[src/rtl/booth_mult_param.sv]
// Sequential radix-4 Booth multiplier: one Booth step per clock over WIDTH/2+1 steps,
// covering signed and unsigned operands through a WIDTH+2-bit internal extension.
`timescale 1ns/1ps
module booth_mult_param #(
    parameter int WIDTH = 32
) (
    input  logic             clk,
    input  logic             reset_n,
    input  logic             ctrl_mult,
    input  logic             is_signed,
    input  logic [WIDTH-1:0] multiplicand,
    input  logic [WIDTH-1:0] multiplier,
    output logic [WIDTH-1:0] result_lo,
    output logic [WIDTH-1:0] result_hi,
    output logic             ready,
    output logic             busy,
    output logic             exception,
    output logic [1:0]       state_dbg
);
    localparam int E     = WIDTH + 2;
    localparam int PW    = E + 2;
    localparam int T     = PW + E + 1;
    localparam int STEPS = E / 2;
    localparam int CW    = $clog2(STEPS + 1);

    typedef enum logic [1:0] {S_IDLE = 2'd0, S_RUN = 2'd1, S_DONE = 2'd2} state_t;

    // Handshake: a start is a 1 on ctrl_mult at a rising edge while not busy; the
    // operation completes with a one-cycle ready pulse, results then hold until the next one.
    state_t          state_q;
    logic [E-1:0]    mcand_q;
    logic [T-1:0]    acc_q, acc_d;
    logic [CW-1:0]   cnt_q;
    logic            sgn_q;
    logic [WIDTH-1:0] lo_q, hi_q;
    logic            ready_q, busy_q, exc_q;

    logic [E-1:0]    mcand_ext, mplier_ext;
    logic [PW-1:0]   p_cur, m_ext, addend, p_sum;
    logic [WIDTH-1:0] prod_lo, prod_hi;
    logic            prod_exc;

    always_comb begin
        mcand_ext  = is_signed ? {{2{multiplicand[WIDTH-1]}}, multiplicand} : {2'b00, multiplicand};
        mplier_ext = is_signed ? {{2{multiplier[WIDTH-1]}}, multiplier}     : {2'b00, multiplier};
        p_cur  = acc_q[T-1 -: PW];
        m_ext  = {{2{mcand_q[E-1]}}, mcand_q};
        // Triplet is {q[1], q[0], q[-1]}; the shift keeps q[-1] in acc_q[0].
        case (acc_q[2:0])
            3'b001, 3'b010: addend = m_ext;
            3'b011:         addend = m_ext << 1;
            3'b100:         addend = -(m_ext << 1);
            3'b101, 3'b110: addend = -m_ext;
            default:        addend = '0;
        endcase
        p_sum = p_cur + addend;
        acc_d = T'($signed({p_sum, acc_q[E:0]}) >>> 2);
        prod_lo  = acc_q[WIDTH:1];
        prod_hi  = acc_q[2*WIDTH:WIDTH+1];
        prod_exc = sgn_q ? (prod_hi != {WIDTH{prod_lo[WIDTH-1]}}) : (prod_hi != '0);
    end

    always_ff @(posedge clk or negedge reset_n) begin
        if (!reset_n) begin
            state_q <= S_IDLE;
            mcand_q <= '0;
            acc_q   <= '0;
            cnt_q   <= '0;
            sgn_q   <= 1'b0;
            lo_q    <= '0;
            hi_q    <= '0;
            ready_q <= 1'b0;
            busy_q  <= 1'b0;
            exc_q   <= 1'b0;
        end else begin
            ready_q <= 1'b0;
            case (state_q)
                S_RUN: begin
                    // One extra RUN cycle after the last step commits the product.
                    if (cnt_q == CW'(STEPS)) begin
                        state_q <= S_DONE;
                        busy_q  <= 1'b0;
                        ready_q <= 1'b1;
                        lo_q    <= prod_lo;
                        hi_q    <= prod_hi;
                        exc_q   <= prod_exc;
                    end else begin
                        acc_q <= acc_d;
                        cnt_q <= cnt_q + CW'(1);
                    end
                end
                default: begin
                    if (ctrl_mult) begin
                        state_q <= S_RUN;
                        busy_q  <= 1'b1;
                        mcand_q <= mcand_ext;
                        sgn_q   <= is_signed;
                        acc_q   <= {{PW{1'b0}}, mplier_ext, 1'b0};
                        cnt_q   <= '0;
                    end else begin
                        state_q <= S_IDLE;
                    end
                end
            endcase
        end
    end

    assign result_lo = lo_q;
    assign result_hi = hi_q;
    assign ready     = ready_q;
    assign busy      = busy_q;
    assign exception = exc_q;
    assign state_dbg = state_q;
endmodule

[config.mk]
export PLATFORM = sky130hd
export DESIGN_NAME = booth_mult_param
export DESIGN_NICKNAME = d
export VERILOG_FILES = /design/src/rtl/booth_mult_param.sv
export SDC_FILE = /design/constraint.sdc
export NUM_CORES = 1
export LEC_CHECK = 0
export ABC_CLOCK_PERIOD_IN_PS = 5450
export BUFFER_PORTS_ARGS = -buffer_cell sky130_fd_sc_hd__buf_2
export CAP_MARGIN = 0
export CORE_ASPECT_RATIO = 1.1
export CORE_MARGIN = 3
export CORE_UTILIZATION = 39
export DETAILED_ROUTE_END_ITERATION = 12
export HOLD_SLACK_MARGIN = 0.06
export PLACE_DENSITY = 0.55
export SLEW_MARGIN = 20
export SYNTH_ARGS = -nofsm -noshare
export SYNTH_HDL_FRONTEND = slang
export SYNTH_SLANG_ARGS = --single-unit
[constraint.sdc]
create_clock -name clk -period 5.45 [get_ports clk]
set_input_delay 0.8175 -clock clk [delete_from_list [all_inputs] [get_ports clk]]
set_output_delay 0.8175 -clock clk [all_outputs]
set_load 0.02 [all_outputs]
==> flow_metrics.py, run 1 <==
metrics = {
    "run_status": {
        "status": "finished, final reports clean",
    },
    "synth": {
        "syn-instance-count": 1332,
        "synth_fp_nets": 1439,
        "yosys-top-cells-count": "nand2_1 (344), dfrtp_1 (177), o21ai_0 (84), nor2_1 (81), clkbuf_1 (76)",
        "synth.avg_cell_area_um2": 8.19,
        "synth.most_common_cell": "nand2_1",
        "ys_ff_latch": 177,
        "synth_ff_type": "dfrtp_1",
        "synth_area_leader_cell": "dfrtp_1",
        "yosysWarnings": 0,
        "synth_top_area_share_pct": 40.6,
        "netlist_area_um2": 10900,
        "ys_top_cells_by_area": "dfrtp_1 (41%), nand2_1 (12%), ha_1 (4.4%)",
        "synth_cell_type_count": 66,
        "async_flop_share_pct": 100,
        "seq_area_frac_synth_pct": 40.6,
        "synth_edf_count": 0,
    },
    "setup_path": {
        "critPathTopFamily": "compound AO/OA/AOI/OAI gates",
        "reg2reg_from": "mcand_q[16]$_DFFE_PN0P_",
        "crit_fanout": 10,
        "timing.critical_path.mode_cell": "o21ai_0",
        "required_ns": 5.77,
        "crit_type": "reg -> reg",
        "crit_slowest_cell": "or4_4",
        "cp_num_buf_inv": 0,
        "critPathLaunchType": "register",
        "worstPathArrival_ns": 5.39,
        "crit_start": "mcand_q[16]$_DFFE_PN0P_",
        "end_kind": "register",
        "path_cells": "or4_4, or4_4, nor3_1, o21ai_0, a21oi_1, o21ai_0, o21ai_0, ha_1, a211oi_1, o211ai_1, a221o_1, a2111o_1, a31oi_1, o21ai_1, a21o_1, a21bo_2, a211o_1",
        "cpPeakStageDelay_ns": 0.60,
    },
    "global_route": {
        "grt_use_total_pct": 21.1,
        "grt_pass1_wl_um": 50900,
        "first_global_vias": 9430,
        "antenna_found_initial": 0,
        "overflow": 0,
        "grt_max_degree": 97,
    },
    "cts": {
        "postCtsHoldBufs": 0,
        "clockBufferDepth": 2,
        "cts_root_buffer": "clkbuf_16",
        "cts_sinks": 177,
        "insertion_delay_ns": 0.44,
        "cts_made_buffers": 17,
        "h-tree-depth": 4,
        "clk_pin_slew_ns": 0.07,
        "cts_tree": "built",
    },
    "routing": {
        "drc": 0,
        "drtIter0Drc": 748,
        "ant_nets": 0,
        "wl_per_cell_um": 17.6,
        "num_vias": 9868,
        "viasPerCell": 5.49,
        "firstDrtPassIters": 5,
        "routed_wl_um": 31600,
    },
    "die": {
        "die_area_um2": 30000,
        "io-pin-count": 137,
        "start_util_pct": 40.0,
        "die_w_um": 165,
        "die_y_um": 181,
        "core_area_um2": 27300,
        "rows": 63,
    },
    "flow_run": {
        "maxCapViolCount": 0,
    },
    "timing": {
        "fin_worst_skew_ns": 0.0109,
        "max_freq_ghz": 0.197,
        "final.setup.tns_ns": 0,
        "hold_viol": 0,
        "layout_min_cycle_time_ns": 5.07,
        "rsz0062_at_grt": "false",
        "relSlewSlack_pct": 38.0,
        "worst_pin_slew_ns": 0.927,
        "period_share_pct": 93.0,
        "maxSlewViolCount": 0,
        "setup_viol": 0,
    },
    "placement": {
        "portBuffers": 136,
        "dp_hpwl_um": 22600,
        "place_congestion": 0.920,
    },
    "layout": {
        "area_delta_synth_final_pct": 15.0,
        "drive_gt1_share_pct": 17.4,
        "n_antenna_cell": 0,
        "layout.nets": 1534,
    },
    "hold_path": {
        "hold_path.class": "in -> async",
    },
}
## worst reg2reg max path, delay by kind of cell, from the launching register on
family                   cells  cell delay [ns]
AO/OA/AOI/OAI               13             2.71
AND/OR/NAND/NOR              3             1.42
flip-flops                   1             0.48
adder cells (fa/ha/maj)      1             0.35
## stage by stage
| stage | instance area, µm² | util [%] | cells | hold WS [ns] | setup slack (ns) |
|---|---|---|---|---|---|
| global placement | 11900 | 43.7 | 1764 | 0.452 | 0.334 |
| finish | 12500 | 46.0 | 1796 | 0.467 | 0.382 |
| floorplan | 10900 | - | 1332 | 0.456 | 0.795 |
| CTS | 12500 | 45.9 | 1795 | 0.476 | 0.191 |
| global route | 12500 | 46.0 | 1796 | 0.497 | 0.0419 |
| detailed placement | 11900 | 43.7 | 1764 | 0.457 | 0.219 |
## registers in the layout, summed over array words and instances (netlist names)
name and count:
exception 1, result_hi 32, acc_q 69, busy 1
sgn_q 1, mcand_q 33, result_lo 32, cnt_q 5
state_dbg 2, ready 1
## layer usage
metal  global-route usage [%]  routed length, µm  vias up
li1                         -                  -     4862
met3                     3.45               1790       34
met1                     30.0              14700     4669
met5                        0                  0        -
met2                     33.5              14600      303
met4                     5.42                517        0
## kinds of logic after synthesis
family | synth area share [%]
simple gates | 23.7
compound gates | 17.9
flops | 40.6
buf+inv | 3.92
xor+xnor | 5.54
fa+ha+maj | 4.54
mux | 3.78
## final timing paths
path / end / slack, ns / cells past startpoint
hold / removal: result_lo[7]$_DFFE_PN0P_ / 0.47 / 1
setup reg to reg: acc_q[67]$_DFFE_PN0P_ / 0.38 / 17
hold reg to reg: result_hi[10]$_DFFE_PN0P_ / 0.47 / 2
min in group clk: result_hi[10]$_DFFE_PN0P_ / 0.47 / 2
max in group asynchronous: result_lo[30]$_DFFE_PN0P_ / 3.81 / 2
setup / recovery: acc_q[67]$_DFFE_PN0P_ / 0.38 / 17
## cells in the final DEF, fill, tap and decap left out, types with 5 or more instances in the layout
cell and count:
xor2_1 22, nor3_1 26, and3_1 10, a21oi_1 72
a2bb2oi_1 5, a21o_1 20, buf_4 28, o21ai_0 84
nor4_1 15, nor2_1 81, a211o_1 5, inv_1 20
dfrtp_1 176, o211ai_1 10, a22oi_1 11, or3_1 7
xnor2_1 47, a211oi_1 5, nor2b_1 9, a221oi_1 18
ha_1 38, nor3b_1 5, nand2_1 342, nand3_1 47
nand2b_1 9, o21bai_1 5, mux2_2 34, buf_2 135
nand4_1 14, a31oi_1 43, clkbuf_16 17
## timing repair
| item | in CTS | in global routing |
|---|---|---|
| resized for setup | 0 | 2 |
| endpoints found under the setup margin | 0 | 3 |
| setup buffers | 0 | 1 |
## final cells by class
| type | instances | area, µm² |
|---|---|---|
| well taps | 357 | 447 |
| clock inverters | 14 | 169 |
| clock buffers | 17 | 425 |
| fillers | 2770 | 14700 |
| inverters | 22 | 83.8 |
| repair buffers | 165 | 917 |
| multi-input cells | 1044 | 6070 |
| flip-flops and latches | 177 | 4430 |
Power of run 1 is not shown: default switching activity piles up to over one toggle a cycle in this logic, so the estimate is an artifact.
==> inputs of run 2 (changes only) <==
--- a/config.mk
+++ b/config.mk
@@ -8,10 +8,11 @@
 export ABC_CLOCK_PERIOD_IN_PS = 5450
 export BUFFER_PORTS_ARGS = -buffer_cell sky130_fd_sc_hd__buf_2
 export CAP_MARGIN = 0
-export CORE_ASPECT_RATIO = 1.1
+export CORE_ASPECT_RATIO = 0.75
 export CORE_MARGIN = 3
 export CORE_UTILIZATION = 39
 export DETAILED_ROUTE_END_ITERATION = 12
+export GPL_ROUTABILITY_DRIVEN = 0
 export HOLD_SLACK_MARGIN = 0.06
 export PLACE_DENSITY = 0.55
 export SLEW_MARGIN = 20
==> run 2 against run 1 <==
Against the previous run: critical path depth did not move; sequential share of layout area rose by 0.13 points; global-route usage rose by 0.96 points; highest routed layer unchanged; register-to-register slack got worse by 0.06 ns; core utilization fell by 0.14 points; maximum frequency fell by 1.2%; via count rose by 1.4%; first-iteration DRC count rose by 22%; hold slack got worse by 0.20 ns; critical endpoint unchanged.
==> flow_metrics.py, run 2 (synthesis results as in run 1) <==
metrics = {
    "routing": {
        "viasPerCell": 5.58,
        "drtIter0Drc": 914,
        "drc": 0,
        "firstDrtPassIters": 5,
        "num_vias": 10000,
        "routed_wl_um": 33100,
        "wl_per_cell_um": 18.5,
        "ant_nets": 0,
    },
    "die": {
        "die_area_um2": 30000,
        "core_area_um2": 27300,
        "start_util_pct": 40.0,
        "die_y_um": 151,
        "die_w_um": 199,
        "io-pin-count": 137,
        "rows": 52,
    },
    "cts": {
        "h-tree-depth": 4,
        "cts_made_buffers": 17,
        "clk_pin_slew_ns": 0.08,
        "insertion_delay_ns": 0.45,
        "cts_tree": "built",
        "clockBufferDepth": 2,
        "cts_sinks": 177,
        "cts_root_buffer": "clkbuf_16",
    },
    "timing": {
        "setup_viol": 0,
        "max_freq_ghz": 0.195,
        "setup_ws_ns": 0.322,
        "fin_worst_skew_ns": 0.0111,
        "layout_min_cycle_time_ns": 5.13,
        "worst_pin_slew_ns": 1.00,
        "relSlewSlack_pct": 33.0,
        "rsz0062_at_grt": "false",
        "period_share_pct": 94.1,
        "hold_viol": 0,
        "final.setup.tns_ns": 0,
        "maxSlewViolCount": 0,
    },
    "layout": {
        "top_regs": "acc_q x69, mcand_q x33",
        "instances_no_fill": 1792,
        "area_delta_synth_final_pct": 14.6,
        "n_antenna_cell": 0,
        "drive_gt1_share_pct": 17.6,
        "layout.nets": 1535,
        "final_common_cell": "nand2_1",
        "largest_reg_flops": 69,
        "fill_cells": 2732,
        "regMostFlops": "acc_q",
        "layout_common_cells": "nand2_1 (342), dfrtp_1 (176), buf_2 (135), o21ai_0 (84), nor2_1 (81)",
    },
    "setup_path": {
        "required_ns": 5.79,
        "path_cells": "or4_4, or4_4, nor3_1, o21ai_0, a21oi_1, o21ai_0, o21ai_0, ha_1, a211oi_1, o211ai_1, a221o_1, a2111o_1, a31oi_1, o21ai_1, a21o_1, a21bo_2, a211o_1",
        "crit_type": "reg -> reg",
        "timing.critical_path.mode_cell": "o21ai_0",
        "critPathLaunchType": "register",
        "reg2reg_from": "mcand_q[16]$_DFFE_PN0P_",
        "critPathTopFamily": "compound AO/OA/AOI/OAI gates",
        "crit_slowest_cell": "or4_4",
        "end_kind": "register",
        "worstPathArrival_ns": 5.47,
        "cpPeakStageDelay_ns": 0.60,
        "crit_start": "mcand_q[16]$_DFFE_PN0P_",
        "crit_fanout": 10,
        "cp_num_buf_inv": 0,
    },
    "run_status": {
        "status": "finished, final reports clean",
    },
    "placement": {
        "dp_worst_setup_slack_ns": 0.208,
        "dp.cells": 1759,
        "dp_hpwl_um": 23400,
        "portBuffers": 136,
    },
    "flow_run": {
        "maxCapViolCount": 0,
    },
    "global_route": {
        "grt_use_total_pct": 22.1,
        "antenna_found_initial": 0,
        "grt_max_degree": 147,
        "overflow": 0,
        "grt_pass1_wl_um": 52200,
        "first_global_vias": 9225,
    },
    "hold_path": {
        "hold_path.class": "in -> async",
    },
}
run 2: changes by cell type in the layout (fill, tap and decap cells not counted), moves of 2 or more:
cell | before | now
clkinv_8 | 2 | 0
clkinvlp_4 | 0 | 5
and3_2 | 0 | 2
clkinv_4 | 3 | 1
and3_1 | 10 | 8
run 2: final cells by class:
class                   count  area [µm²]  area share (%)
flip-flops and latches    177        4430            35.4
clock buffers              17         425            3.40
well taps                 351         439            3.51
inverters                  22        82.6           0.661
clock inverters            15         125            1.00
repair buffers            166         927            7.42
multi-input cells        1044        6070            48.6
run 2: metal layers:
metal  wire [µm]  part of all wire (%)  GRT usage [%]  vias to the layer above
li1            -                     -              -                     4851
met1       16600                    50           34.9                     4802
met2       14100                    42           30.9                      311
met3        1830                   5.5           3.02                       42
met4         589                   1.8           6.36                        0
met5           0                     0              0                        -
run 2: what timing repair did:
action | in CTS | in global routing
endpoints found under the setup margin | 0 | 7
hold buffers | 0 | 0
buffers inserted | 0 | 1
gates resized for setup | 0 | 3
run 2: path summary, 6_finish.rpt:
kind	to	slack [ns]	cells past startpoint
max	acc_q[67]$_DFFE_PN0P_	0.32	17
min	mcand_q[10]$_DFFE_PN0P_	0.27	1
max reg2reg	acc_q[67]$_DFFE_PN0P_	0.32	17
min reg2reg	result_hi[8]$_DFFE_PN0P_	0.47	2
max in group asynchronous	result_lo[28]$_DFFE_PN0P_	4.05	2
min in group clk	result_hi[8]$_DFFE_PN0P_	0.47	2
run 2: worst reg2reg max path, cell delays in order, from the launching register on:
cell and delay [ns]:
dfrtp_1 0.48, or4_4 0.60, or4_4 0.48, nor3_1 0.34, o21ai_0 0.13, a21oi_1 0.16, o21ai_0 0.10, o21ai_0 0.10
ha_1 0.35, a211oi_1 0.36, o211ai_1 0.18, a221o_1 0.37, a2111o_1 0.33, a31oi_1 0.27, o21ai_1 0.12, a21o_1 0.23
a21bo_2 0.20, a211o_1 0.24
run 2: stage by stage:
stage                     utilization, %  cell area [µm²]  hold slack [ns]
final                               45.8            12500            0.266
after global routing                45.8            12500            0.275
after CTS                           45.8            12500            0.258
after detailed placement            43.8            11900            0.457
after global placement              43.8            11900            0.453
after floorplan                        -            10900            0.456
Power of run 2 is left out for the same reason.
==> inputs of run 3 (changes only) <==
--- a/config.mk
+++ b/config.mk
@@ -15,6 +15,8 @@
 export GPL_ROUTABILITY_DRIVEN = 0
 export HOLD_SLACK_MARGIN = 0.06
 export PLACE_DENSITY = 0.55
+export REMOVE_ABC_BUFFERS = 1
+export SKIP_CTS_REPAIR_TIMING = 1
 export SLEW_MARGIN = 20
 export SYNTH_ARGS = -nofsm -noshare
 export SYNTH_HDL_FRONTEND = slang
==> run 3 against run 2 <==
Against the previous run: register-to-register slack worse by 0.03 ns; die area is the same; final cell count is essentially flat; maximum frequency down 0.49%; global-route usage shrank 0.51 points; worst setup slack worse by 0.025 ns; non-clock buffer count increased by 2; cell area up 0.23%; via count fell by 0.19%; hold slack gained 0.17 ns; sequential share of layout area down 0.081 points; clock skew decreased by 0.0010 ns.
==> flow_metrics.py, run 3 (synthesis results as in run 1) <==
metrics = {
    "global_route": {
        "grtUsageMet1_pct": 32.7,
        "overflow": 0,
        "antenna_found_initial": 0,
        "first_global_vias": 9370,
        "grt_use_total_pct": 21.5,
        "grtUsageMet2_pct": 32.1,
        "met3_usage_pct": 3.47,
        "grt_max_degree": 84,
        "grt-busiest-layer": "met1",
        "grt_pass1_wl_um": 51500,
    },
    "layout": {
        "layout_common_cells": "nand2_1 (342), dfrtp_1 (176), buf_2 (135), o21ai_0 (84), nor2_1 (81)",
        "drive_gt1_share_pct": 17.5,
        "largest_reg_flops": 69,
        "top_regs": "acc_q x69, mcand_q x33",
        "layout.nets": 1537,
        "regMostFlops": "acc_q",
        "stdcell_area_um2": 12500,
        "final_common_cell": "nand2_1",
        "n_antenna_cell": 0,
        "area_delta_synth_final_pct": 14.8,
    },
    "cts": {
        "clockBufferDepth": 2,
        "cts_tree": "built",
        "cts_root_buffer": "clkbuf_16",
        "cts_sinks": 177,
        "clk_pin_slew_ns": 0.07,
        "h-tree-depth": 4,
        "cts_made_buffers": 17,
        "insertion_delay_ns": 0.44,
    },
    "hold_path": {
        "hold_path.class": "in -> async",
    },
    "timing": {
        "final.setup.tns_ns": 0,
        "setup_viol": 0,
        "layout_min_cycle_time_ns": 5.15,
        "rsz0062_at_grt": "false",
        "worst_pin_slew_ns": 0.878,
        "maxSlewViolCount": 0,
        "hold_viol": 0,
        "max_freq_ghz": 0.194,
        "relSlewSlack_pct": 41.5,
        "fin_worst_skew_ns": 0.0101,
        "period_share_pct": 94.5,
    },
    "setup_path": {
        "end_kind": "register",
        "crit_type": "reg -> reg",
        "required_ns": 5.78,
        "worstPathArrival_ns": 5.48,
        "critPathLaunchType": "register",
        "crit_fanout": 10,
        "r2r_cells": 17,
    },
    "die": {
        "rows": 52,
        "die_y_um": 151,
        "die_w_um": 199,
        "io-pin-count": 137,
        "start_util_pct": 40.0,
        "die_area_um2": 30000,
        "core_area_um2": 27300,
    },
    "routing": {
        "ant_nets": 0,
        "wl_per_cell_um": 17.8,
        "viasPerCell": 5.57,
        "drc": 0,
        "firstDrtPassIters": 5,
        "drtIter0Drc": 803,
        "num_vias": 9987,
        "routed_wl_um": 31900,
    },
    "placement": {
        "post_dp_cell_area_um2": 11900,
        "portBuffers": 136,
        "dp_hpwl_um": 22700,
    },
    "flow_run": {
        "maxCapViolCount": 0,
    },
    "run_status": {
        "status": "finished, final reports clean",
    },
}
run 3: area by class of cell:
class / count / area [µm²]
Clock buffer: 21 / 470
Clock inverter: 10 / 101
Fill cell: 2733 / 14700
Inverter: 22 / 83.8
Multi-Input combinational cell: 1044 / 6070
Sequential cell: 177 / 4430
Tap cell: 351 / 439
Timing Repair Buffer: 168 / 930
run 3: critical path, stage by stage, from the launching register on:
cell	delay, ns
dfrtp_1	0.47
or4_4	0.60
or4_4	0.48
nor3_1	0.37
o21ai_0	0.13
a21oi_1	0.15
o21ai_0	0.08
o21ai_0	0.12
ha_1	0.36
a211oi_1	0.33
o211ai_1	0.18
a221o_1	0.38
a2111o_1	0.35
a31oi_1	0.26
o21ai_1	0.12
a21o_1	0.24
a21bo_2	0.20
a211o_1	0.24
run 3: per-layer routing:
metal  share of wire (%)  vias to the layer above  wire [µm]
met5                   0                        -          0
met4                 1.4                        0        452
met3                 5.8                       36       1840
met2                  43                      317      13800
met1                  49                     4772      15800
li1                    -                     4862          -
run 3: final timing paths:
path | startpoint | endpoint | slack (ns)
worst min-delay path | reset_n | mcand_q[5]$_DFFE_PN0P_ | 0.44
worst max-delay path | mcand_q[16]$_DFFE_PN0P_ | acc_q[67]$_DFFE_PN0P_ | 0.30
worst max register to register | mcand_q[16]$_DFFE_PN0P_ | acc_q[67]$_DFFE_PN0P_ | 0.30
min in group clk | result_lo[18]$_DFFE_PN0P_ | result_lo[18]$_DFFE_PN0P_ | 0.47
worst min register to register | result_lo[18]$_DFFE_PN0P_ | result_lo[18]$_DFFE_PN0P_ | 0.47
max in group asynchronous | reset_n | acc_q[2]$_DFFE_PN0P_ | 3.85
run 3: through the flow:
stage	hold WS [ns]	setup slack [ns]	utilization, %	std cells
after CTS	0.455	0.127	45.8	1791
after floorplan	0.456	0.801	-	1243
after global routing	0.487	0.0175	46.0	1793
after global placement	0.453	0.332	43.7	1760
after detailed placement	0.457	0.171	43.7	1760
final	0.437	0.297	46.0	1793
Power of run 3 is left out for the same reason.
